File: config.mk
export PLATFORM = sky130hd
export DESIGN_NAME = l2_fetch_arbiter
export DESIGN_NICKNAME = d
export VERILOG_FILES = /design/src/rtl/l2_fetch_arbiter.sv
export SDC_FILE = /design/constraint.sdc
export NUM_CORES = 1
export LEC_CHECK = 0
export CAP_MARGIN = 20
export CORE_MARGIN = 4
export CORE_UTILIZATION = 38
export DETAILED_ROUTE_END_ITERATION = 10
export MAX_ROUTING_LAYER = met4
export PLACE_DENSITY = 0.9
export SYNTH_ARGS = -nofsm -noshare
export SYNTH_HDL_FRONTEND = slang
export SYNTH_SLANG_ARGS = --single-unit
File: constraint.sdc
create_clock -name clk -period 1.9 [get_ports clk]
set_clock_uncertainty 0.1 [all_clocks]
set_input_delay 0.38 -clock clk [delete_from_list [all_inputs] [get_ports clk]]
set_output_delay 0.38 -clock clk [all_outputs]
set_load 0.05 [all_outputs]
File: src/rtl/l2_fetch_arbiter.sv
// Round-robin arbiter sharing the single L2 fetch port among NREQ L1 requesters.
// Optional watchdog built when L2_FETCH_ARBITER_TIMEOUT_EN is defined.
module l2_fetch_arbiter #(
  parameter int NREQ           = 2,
  parameter int NFU            = 2,
  parameter int ADDRESS_LENGTH = 56,
  parameter int TIMEOUT        = 255,
  localparam int CACHELINEWIDTH = NFU * 32
) (
  input  logic                             clk,
  input  logic                             rst_n,
  input  logic [NREQ-1:0]                  req_valid,
  input  logic [NREQ*ADDRESS_LENGTH-1:0]   req_address,
  output logic [NREQ-1:0]                  req_done,
  output logic [CACHELINEWIDTH-1:0]        req_data,
  output logic                             req_err,
  output logic                             busy,
  output logic [ADDRESS_LENGTH-1:0]        l2_address,
  output logic                             l2_doFetch,
  input  logic                             l2_doneFetch,
  input  logic [CACHELINEWIDTH-1:0]        l2_data
);

  localparam int LGW = (NREQ > 1) ? $clog2(NREQ) : 1;

  if (NREQ < 2 || NREQ > 8 || TIMEOUT < 1 || TIMEOUT > 255) begin : g_bad_cfg
    $error("l2_fetch_arbiter: NREQ must be 2..8 and TIMEOUT 1..255");
  end

  typedef enum logic [1:0] {
    IDLE  = 2'd0,
    BUSY  = 2'd1,
    DRAIN = 2'd2
  } state_t;

  state_t                     state;
  state_t                     state_next;
  logic [LGW-1:0]             last_grant;
  logic [NREQ-1:0]            lg_onehot;
  logic [NREQ-1:0]            cand;
  logic                       grant_found;
  logic [LGW-1:0]             grant_idx;
  logic [ADDRESS_LENGTH-1:0]  addr_arr [NREQ];
  logic                       done_hit;
  logic                       tmo_hit;

  logic [LGW-1:0]             last_grant_d;
  logic [ADDRESS_LENGTH-1:0]  l2_address_d;
  logic                       l2_do_fetch_d;
  logic [NREQ-1:0]            req_done_d;
  logic [CACHELINEWIDTH-1:0]  req_data_d;

  for (genvar g = 0; g < NREQ; g++) begin : g_addr
    assign addr_arr[g] = req_address[g*ADDRESS_LENGTH +: ADDRESS_LENGTH];
  end

  assign lg_onehot = NREQ'(1) << last_grant;
  assign done_hit  = (state == BUSY) && l2_doneFetch;

  // Handshake: a requester raises req_valid with a stable address and holds both
  // until it sees its one-cycle req_done pulse; req_data/req_err are valid only
  // in that cycle. On the L2 side doFetch is held until one doneFetch is seen.

`ifdef L2_FETCH_ARBITER_TIMEOUT_EN
  localparam logic [7:0] TMO_LIMIT = 8'(TIMEOUT - 1);
  logic [7:0] tmo_cnt;

  // Fires on the TIMEOUT-th cycle spent in BUSY; a simultaneous done wins.
  assign tmo_hit = (state == BUSY) && !l2_doneFetch && (tmo_cnt == TMO_LIMIT);

  always_ff @(posedge clk or negedge rst_n) begin
    if (!rst_n) begin
      tmo_cnt <= 8'd0;
    end else if (state_next == BUSY && state != BUSY) begin
      tmo_cnt <= 8'd0;
    end else if (state == BUSY) begin
      tmo_cnt <= tmo_cnt + 8'd1;
    end
  end

  always_ff @(posedge clk or negedge rst_n) begin
    if (!rst_n) begin
      req_err <= 1'b0;
    end else if (done_hit) begin
      req_err <= 1'b0;
    end else if (tmo_hit) begin
      req_err <= 1'b1;
    end
  end
`else
  assign tmo_hit = 1'b0;
  assign req_err = 1'b0;
`endif

  // In DRAIN the just-served requester still shows a stale req_valid, so mask it.
  always_comb begin
    logic [LGW-1:0] pos;
    cand = req_valid;
    if (state == DRAIN) begin
      cand = req_valid & ~lg_onehot;
    end
    grant_found = 1'b0;
    grant_idx   = last_grant;
    pos         = '0;
    for (int k = 1; k <= NREQ; k++) begin
      pos = LGW'((int'(last_grant) + k) % NREQ);
      if (!grant_found && cand[pos]) begin
        grant_found = 1'b1;
        grant_idx   = pos;
      end
    end
  end

  // State register
  always_ff @(posedge clk or negedge rst_n) begin
    if (!rst_n) begin
      state <= IDLE;
    end else begin
      state <= state_next;
    end
  end

  // Next-state logic
  always_comb begin
    state_next = state;
    case (state)
      IDLE:    if (grant_found) state_next = BUSY;
      BUSY:    if (done_hit || tmo_hit) state_next = DRAIN;
      DRAIN:   state_next = grant_found ? BUSY : IDLE;
      default: state_next = IDLE;
    endcase
  end

  // Output logic: next values of the registered outputs
  always_comb begin
    last_grant_d  = last_grant;
    l2_address_d  = l2_address;
    l2_do_fetch_d = l2_doFetch;
    req_done_d    = '0;
    req_data_d    = req_data;
    case (state)
      IDLE, DRAIN: begin
        if (grant_found) begin
          last_grant_d  = grant_idx;
          l2_address_d  = addr_arr[grant_idx];
          l2_do_fetch_d = 1'b1;
        end
      end
      BUSY: begin
        if (done_hit) begin
          req_done_d    = lg_onehot;
          req_data_d    = l2_data;
          l2_do_fetch_d = 1'b0;
        end else if (tmo_hit) begin
          req_done_d    = lg_onehot;
          req_data_d    = '0;
          l2_do_fetch_d = 1'b0;
        end
      end
      default: begin
        l2_do_fetch_d = 1'b0;
      end
    endcase
  end

  always_ff @(posedge clk or negedge rst_n) begin
    if (!rst_n) begin
      last_grant <= LGW'(NREQ - 1);
      l2_address <= '0;
      l2_doFetch <= 1'b0;
      req_done   <= '0;
      req_data   <= '0;
      busy       <= 1'b0;
    end else begin
      last_grant <= last_grant_d;
      l2_address <= l2_address_d;
      l2_doFetch <= l2_do_fetch_d;
      req_done   <= req_done_d;
      req_data   <= req_data_d;
      busy       <= (state_next == BUSY);
    end
  end

endmodule
After elaboration in Yosys (flattened, before gate mapping)
Cells that the tools add are included. W data, S select, Z words.

Flip-flop bits (word level): 127. Input port bits: 181. Logic and storage cells: 50.

Add/subtract/negate cells: 2. $lt $le $gt $ge: 3. Equal/unequal tests: 5. Shift operators: 1. Mux-type cells: 21. Bitwise logic cells: 3. Reduce and logical (&&, ||, !) cells: 8.

Operators with widths (number): $mux W56 (3); $mux W1 (11); $mux W2 (5); $pmux W2 S3 (1); $reduce_and A2 Y1 (3); $eq A2 B1 Y1 const B (2); $lt A1 B2 Y1 const B (2); $ne A2 B2 Y1 const B (2); $add A1 B1 Y1 const B (2); $and A2 B2 Y2 (1); $eq A2 B2 Y1 const B (1); $ge A2 B2 Y1 const B (1); $logic_and A1 B1 Y1 (2); $logic_not A2 Y1 (1); $not A1 Y2 (1); $not A2 Y2 (1); $pmux W1 S2 (1); $reduce_or A2 Y1 (1); $shl A1 B1 Y2 const A (1); $logic_not A1 Y1 (1).

Logic depth before layout (Yosys ltp)
Depth in word-level cells: 14. Gate-level depth with buffers: 6. Mapped depth without buffers: 4.

Worst setup path before layout
OpenSTA, ideal clock, no wires.

Kind: reg2reg. Start: reg last_grant. End: reg l2_address[26]. Library setup time: 132 ps. Arrival time: 1353 ps. Path slack: 315 ps. Stages on the path, launching flop included: 7. Buffers on the path: 2. Clock period less this slack: 1585 ps. Path through: dfstp_2 > inv_1 > a21oi_2 > buf_6 > buf_6 > mux2i_1 > o21ai_1.

Cells in the longest elaborated chain, start to end: 14. Elaborated cells on any way between the ends: 21.

RTL lines: start, declared (line 38) `logic [LGW-1:0] last_grant;`; start signal, assigned (line 168) `last_grant <= LGW'(NREQ - 1);`; start signal, assigned (line 175) `last_grant <= last_grant_d;`; $shl A1 B1 Y2 (line 57) `assign lg_onehot = NREQ'(1) << last_grant;`; $not A2 Y2 (line 100) `cand = req_valid & ~lg_onehot;`; $and A2 B2 Y2 (line 100); $mux W2 (line 99) `if (state == DRAIN) begin`; $mux W1 (implied by the code) (2 in a row) (line 107) `if (!grant_found && cand[pos]) begin`; $mux W1 (line 107); $logic_not A1 Y1 (line 107); $logic_and A1 B1 Y1 (line 107); $mux W1 (line 107); $not A1 Y2 (implied by the code) (line 145) `l2_address_d = addr_arr[grant_idx];`; $mux W56 (implied by the code) (3 in a row) (line 145); end signal, assigned (line 176) `l2_address <= l2_address_d;`; end, declared (line 18) `output logic [ADDRESS_LENGTH-1:0] l2_address,`.

Several ways; a longest one is shown, not always the timed one. The select of a mux whose other input is x is not followed. A chain may end at the register's enable or synchronous reset.

Worst setup path after layout
Start: reg last_grant. End: reg l2_address[17].

The elaborated chain is that of the path after synthesis.

==> reports/qor_table.md <==
| Stage | Metric | This run |
|:---|:---|:---|
| outcome | Run status | finished, final reports clean |
| detailed routing | Ratio of routed vias to standard cells | 4.62 |
| sta | F_max | 570 MHz |
| sta | Tcrit/Tclk final | 0.923 |
| cells and area | Inserted Diodes | 0 |
| sta | Number of setup violations in the final report | 0 |
| setup path | Beginning of the worst register-to-register path | last_grant |
| synth | Post-synthesis net count | 721 |
| power and ir drop | Sum of internal, switching and leakage power | 0.0177 W |
| placement | Post-Place Worst Slack | -0.172 ns |
| setup path | Crit path max-delay cell type | dfstp_2 |
| power and ir drop | Power Density | 2000 mW/mm^2 |
| sta | Setup repair after global routing missed its margin | false |
| cells and area | Proportion of layout cells with a drive suffix above 1 | 0.201 |
| floorplan | Die H | 126 um |
| global routing | Number of global-route vias before repair | 4933 |
| setup path | Ordered cell list for the critical path | inv_1 -> a21oi_4 -> buf_12 -> mux2i_1 -> o21ai_0 |
| placement | Post-DP HPWL | 12900 um |
| detailed routing | Number of detailed-route iterations in the first pass | 5 |
| power and ir drop | Combinational Power Share | 0.567 |
| synth | Sequential cell area fraction in the yosys report | 0.605 |
| power and ir drop | Sw frac | 0.497 |
| clocking | Count of hold buffers inserted by post-cts repair | 1 |
| clocking | # resized after CTS | 0 |
| floorplan | FP Rows | 42 |
| placement | Post-place instance area | 0.00827 sq mm |
| global routing | Global-route wire length before repair | 26200 um |
| detailed routing | Violation count after the first detailed-route iteration | 239 |
| setup path | Required arrival time at the worst endpoint | 2.07 ns |
| setup path | Setup crit start kind | flop |
| setup path | Flop2flop setup slack | 0.15 ns |
| global routing | Aggregate global routing overflow | 0 |
| cells and area | Design Area, Final | 0.00881 sq mm |
| clocking | Buffer depth of the longest clock path | 2 |
| global routing | Total GRT Usage | 0.218 |
| power and ir drop | Proportion of power drawn by flip-flops and latches | 0.270 |
| sta | Count of endpoints failing hold in the final timing report | 0 |
| setup path | Critical path capture point type | flop |
| setup path | Worst reg2reg path endpoint | l2_address[17] |
| detailed routing | Post-route DRC violation count | 0 |
| setup path | Data arrival time of the critical path | 1.92 ns |
| global routing | Largest net degree at the start of global routing | 55 |
| setup path | CP peak stage delay | 0.57 ns |
| clocking | Clock Tree Root | clkbuf_16 |
| setup path | R2r worst-path depth | 5 |
| detailed routing | Wirelength, routed | 16800 um |
| synth | Cell accounting for the most synthesized area | dfrtp_1 |
| job | Number of violations of the max-capacitance limit | 0 |
| sta | Minimum clock period | 1.75 ns |
| synth | Mapped Area | 0.00526 sq mm |
| synth | Distinct cells, synth | 23 |
| floorplan | Effective utilization at floorplan | 0.392 |
| detailed routing | Vias | 4784 |
| synth | Yosys top cell area share | 0.600 |
| setup path | Max FO, Critical Path | 26 |
| cells and area | Area growth from synthesis to final layout | 67.6% |
| power and ir drop | Internal power consumption | 0.00888 W |
| synth | Gate Count Post-Synth | 540 |
| sta | Worst hold-check slack | 0.346 ns |
| clocking | Clock sink total | 127 |
| placement | Final weighted congestion in routability-driven placement | 0.819 |
| cells and area | Register area | 0.00318 sq mm |
| power and ir drop | Largest vdd supply drop | 1150 uV |
| setup path | Buffers plus inverters on the worst setup path | 2 |
| clocking | Clock latency at the later pin of the worst-skew pair | 0.40 ns |
| detailed routing | Number of nets still failing antenna checks after routing | 0 |
| clocking | Post CTS Setup Buffer Count | 0 |
| floorplan | Die extent in x | 126 um |
| cells and area | Number of fill cells in the layout | 1066 |
| clocking | TritonCTS clock tree | done |
| floorplan | Placeable core area | 0.0134 sq mm |
| sta | Final number of max-transition violations | 0 |
| setup path | Delay-heaviest family, CP | flip-flops |
| power and ir drop | P_sw | 0.00877 W |
| synth | Warnings, synthesis | 0 |
| setup path | Category of the critical setup timing path | reg2reg |
| floorplan | I/O pin count | 306 |
| detailed routing | Detailed-route wire length per cell | 16.2 um |
| cells and area | Fin nets | 1029 |
| global routing | Number of antenna violations at the first check in global routing | 0 |
| worst hold path | Hold WC Path Type | in2async |
| clocking | Clk pin slew, worst setup/hold paths | 0.05 ns |
| clocking | Depth of the CTS H-tree | 4 |
| power and ir drop | LEAKAGE | 4.43 nW |
| synth | Synthesized area per cell | 9.74 sq um |
| floorplan | Area of the die | 0.0158 sq mm |
| cells and area | Share of the core filled with cells | 0.658 |
| synth | Count of state elements after synthesis | 127 |
| placement | Number of input and output port buffers inserted | 304 |
| cells and area | Area taken by multi-input logic gates | 0.00189 sq mm |
| power and ir drop | Clk network pwr share | 0.163 |
| sta | Setup WS post-layout | 0.147 ns |
| synth | Area contributors post-synth | dfrtp_1, nand2_1, mux2i_1 |
| clocking | Number of buffers created by CTS | 17 |
==> state kept, by name (all words and copies together) (netlist names) <==
name,cells
busy,1
l2_doFetch,1
state,2
last_grant,1
req_data,64
l2_address,56
req_done,2
==> stage by stage <==
stage	TNS, ns	instances
global route	0	1035
global placement	-2.37	1004
detailed placement	-6.36	1004
finish	0	1035
floorplan	0	540
CTS	0	1035
==> cell families (layout without fill, tap and decap cells) <==
| kind of cell | Yosys count | count (layout) | share of synthesized area |
|---|---|---|---|
| compound gates | 63 | 63 | 0.0640 |
| mux | 56 | 56 | 0.107 |
| buf+inv | 37 | 356 | 0.0395 |
| other cells | 1 | 1 | 0.000713 |
| flops | 127 | 127 | 0.605 |
| simple gates | 256 | 256 | 0.184 |
==> power by group through the flow <==
stage	logic (W)	registers, W	clock network [W]
final	0.0100	0.00476	0.00288
after global routing	0.0106	0.00493	0.00307
after CTS	0.0101	0.00478	0.00295
after detailed placement	0.0101	0.00479	0
after global placement	0.00990	0.00475	0
after floorplan	0.00230	0.00911	0
==> metal layers <==
metal	routed length (um)	GRT usage
met5	0	-
met4	532	0.0893
met3	1250	0.0648
met2	8570	0.366
met1	6410	0.243
==> placed cells by master (no fill, tap or decap), drive strengths merged <==
| cell type | n |
|---|---|
| nand2 | 249 |
| clkdlybuf4s50 | 179 |
| buf | 142 |
| dfrtp | 126 |
| o21ai | 57 |
| mux2i | 56 |
| clkbuf | 24 |
| nor2 | 4 |
| clkinv | 4 |
| inv | 4 |
| o31ai | 2 |
| clkinvlp | 2 |
| a21oi | 2 |
| nand3b | 1 |
| nand2b | 1 |
| a21boi | 1 |
| o221ai | 1 |
| nor2b | 1 |
| conb | 1 |
| dlygate4sd3 | 1 |
| dfstp | 1 |
==> cell type report <==
cell class / count / share of cell area
clock buffer: 24 / 0.0558
clock inverter: 6 / 0.00398
inverter: 4 / 0.00170
multi-input combinational: 376 / 0.214
sequential: 127 / 0.361
tap: 176 / 0.0250
timing repair buffer: 322 / 0.338
==> Yosys cell counts, drive strengths merged <==
cell,n
a21oi,2
mux2i,56
buf,25
inv,4
conb,1
nand2,249
dfrtp,126
dfstp,1
o31ai,2
nor2b,1
o221ai,1
nor2,4
o21ai,57
nand2b,1
clkbuf,8
nand3b,1
a21boi,1
==> how the worst max path moves through the flow <==
stage                 startpoint             end  cells past startpoint
floorplan             last_grant  l2_address[26]                      6
global placement    req_valid[0]  l2_address[11]                      6
detailed placement  req_valid[1]  l2_address[55]                      5
CTS                   last_grant  l2_address[17]                      5
global route          last_grant  l2_address[36]                      5
finish                last_grant  l2_address[17]                      5
(Power assumes the default switching activity.)
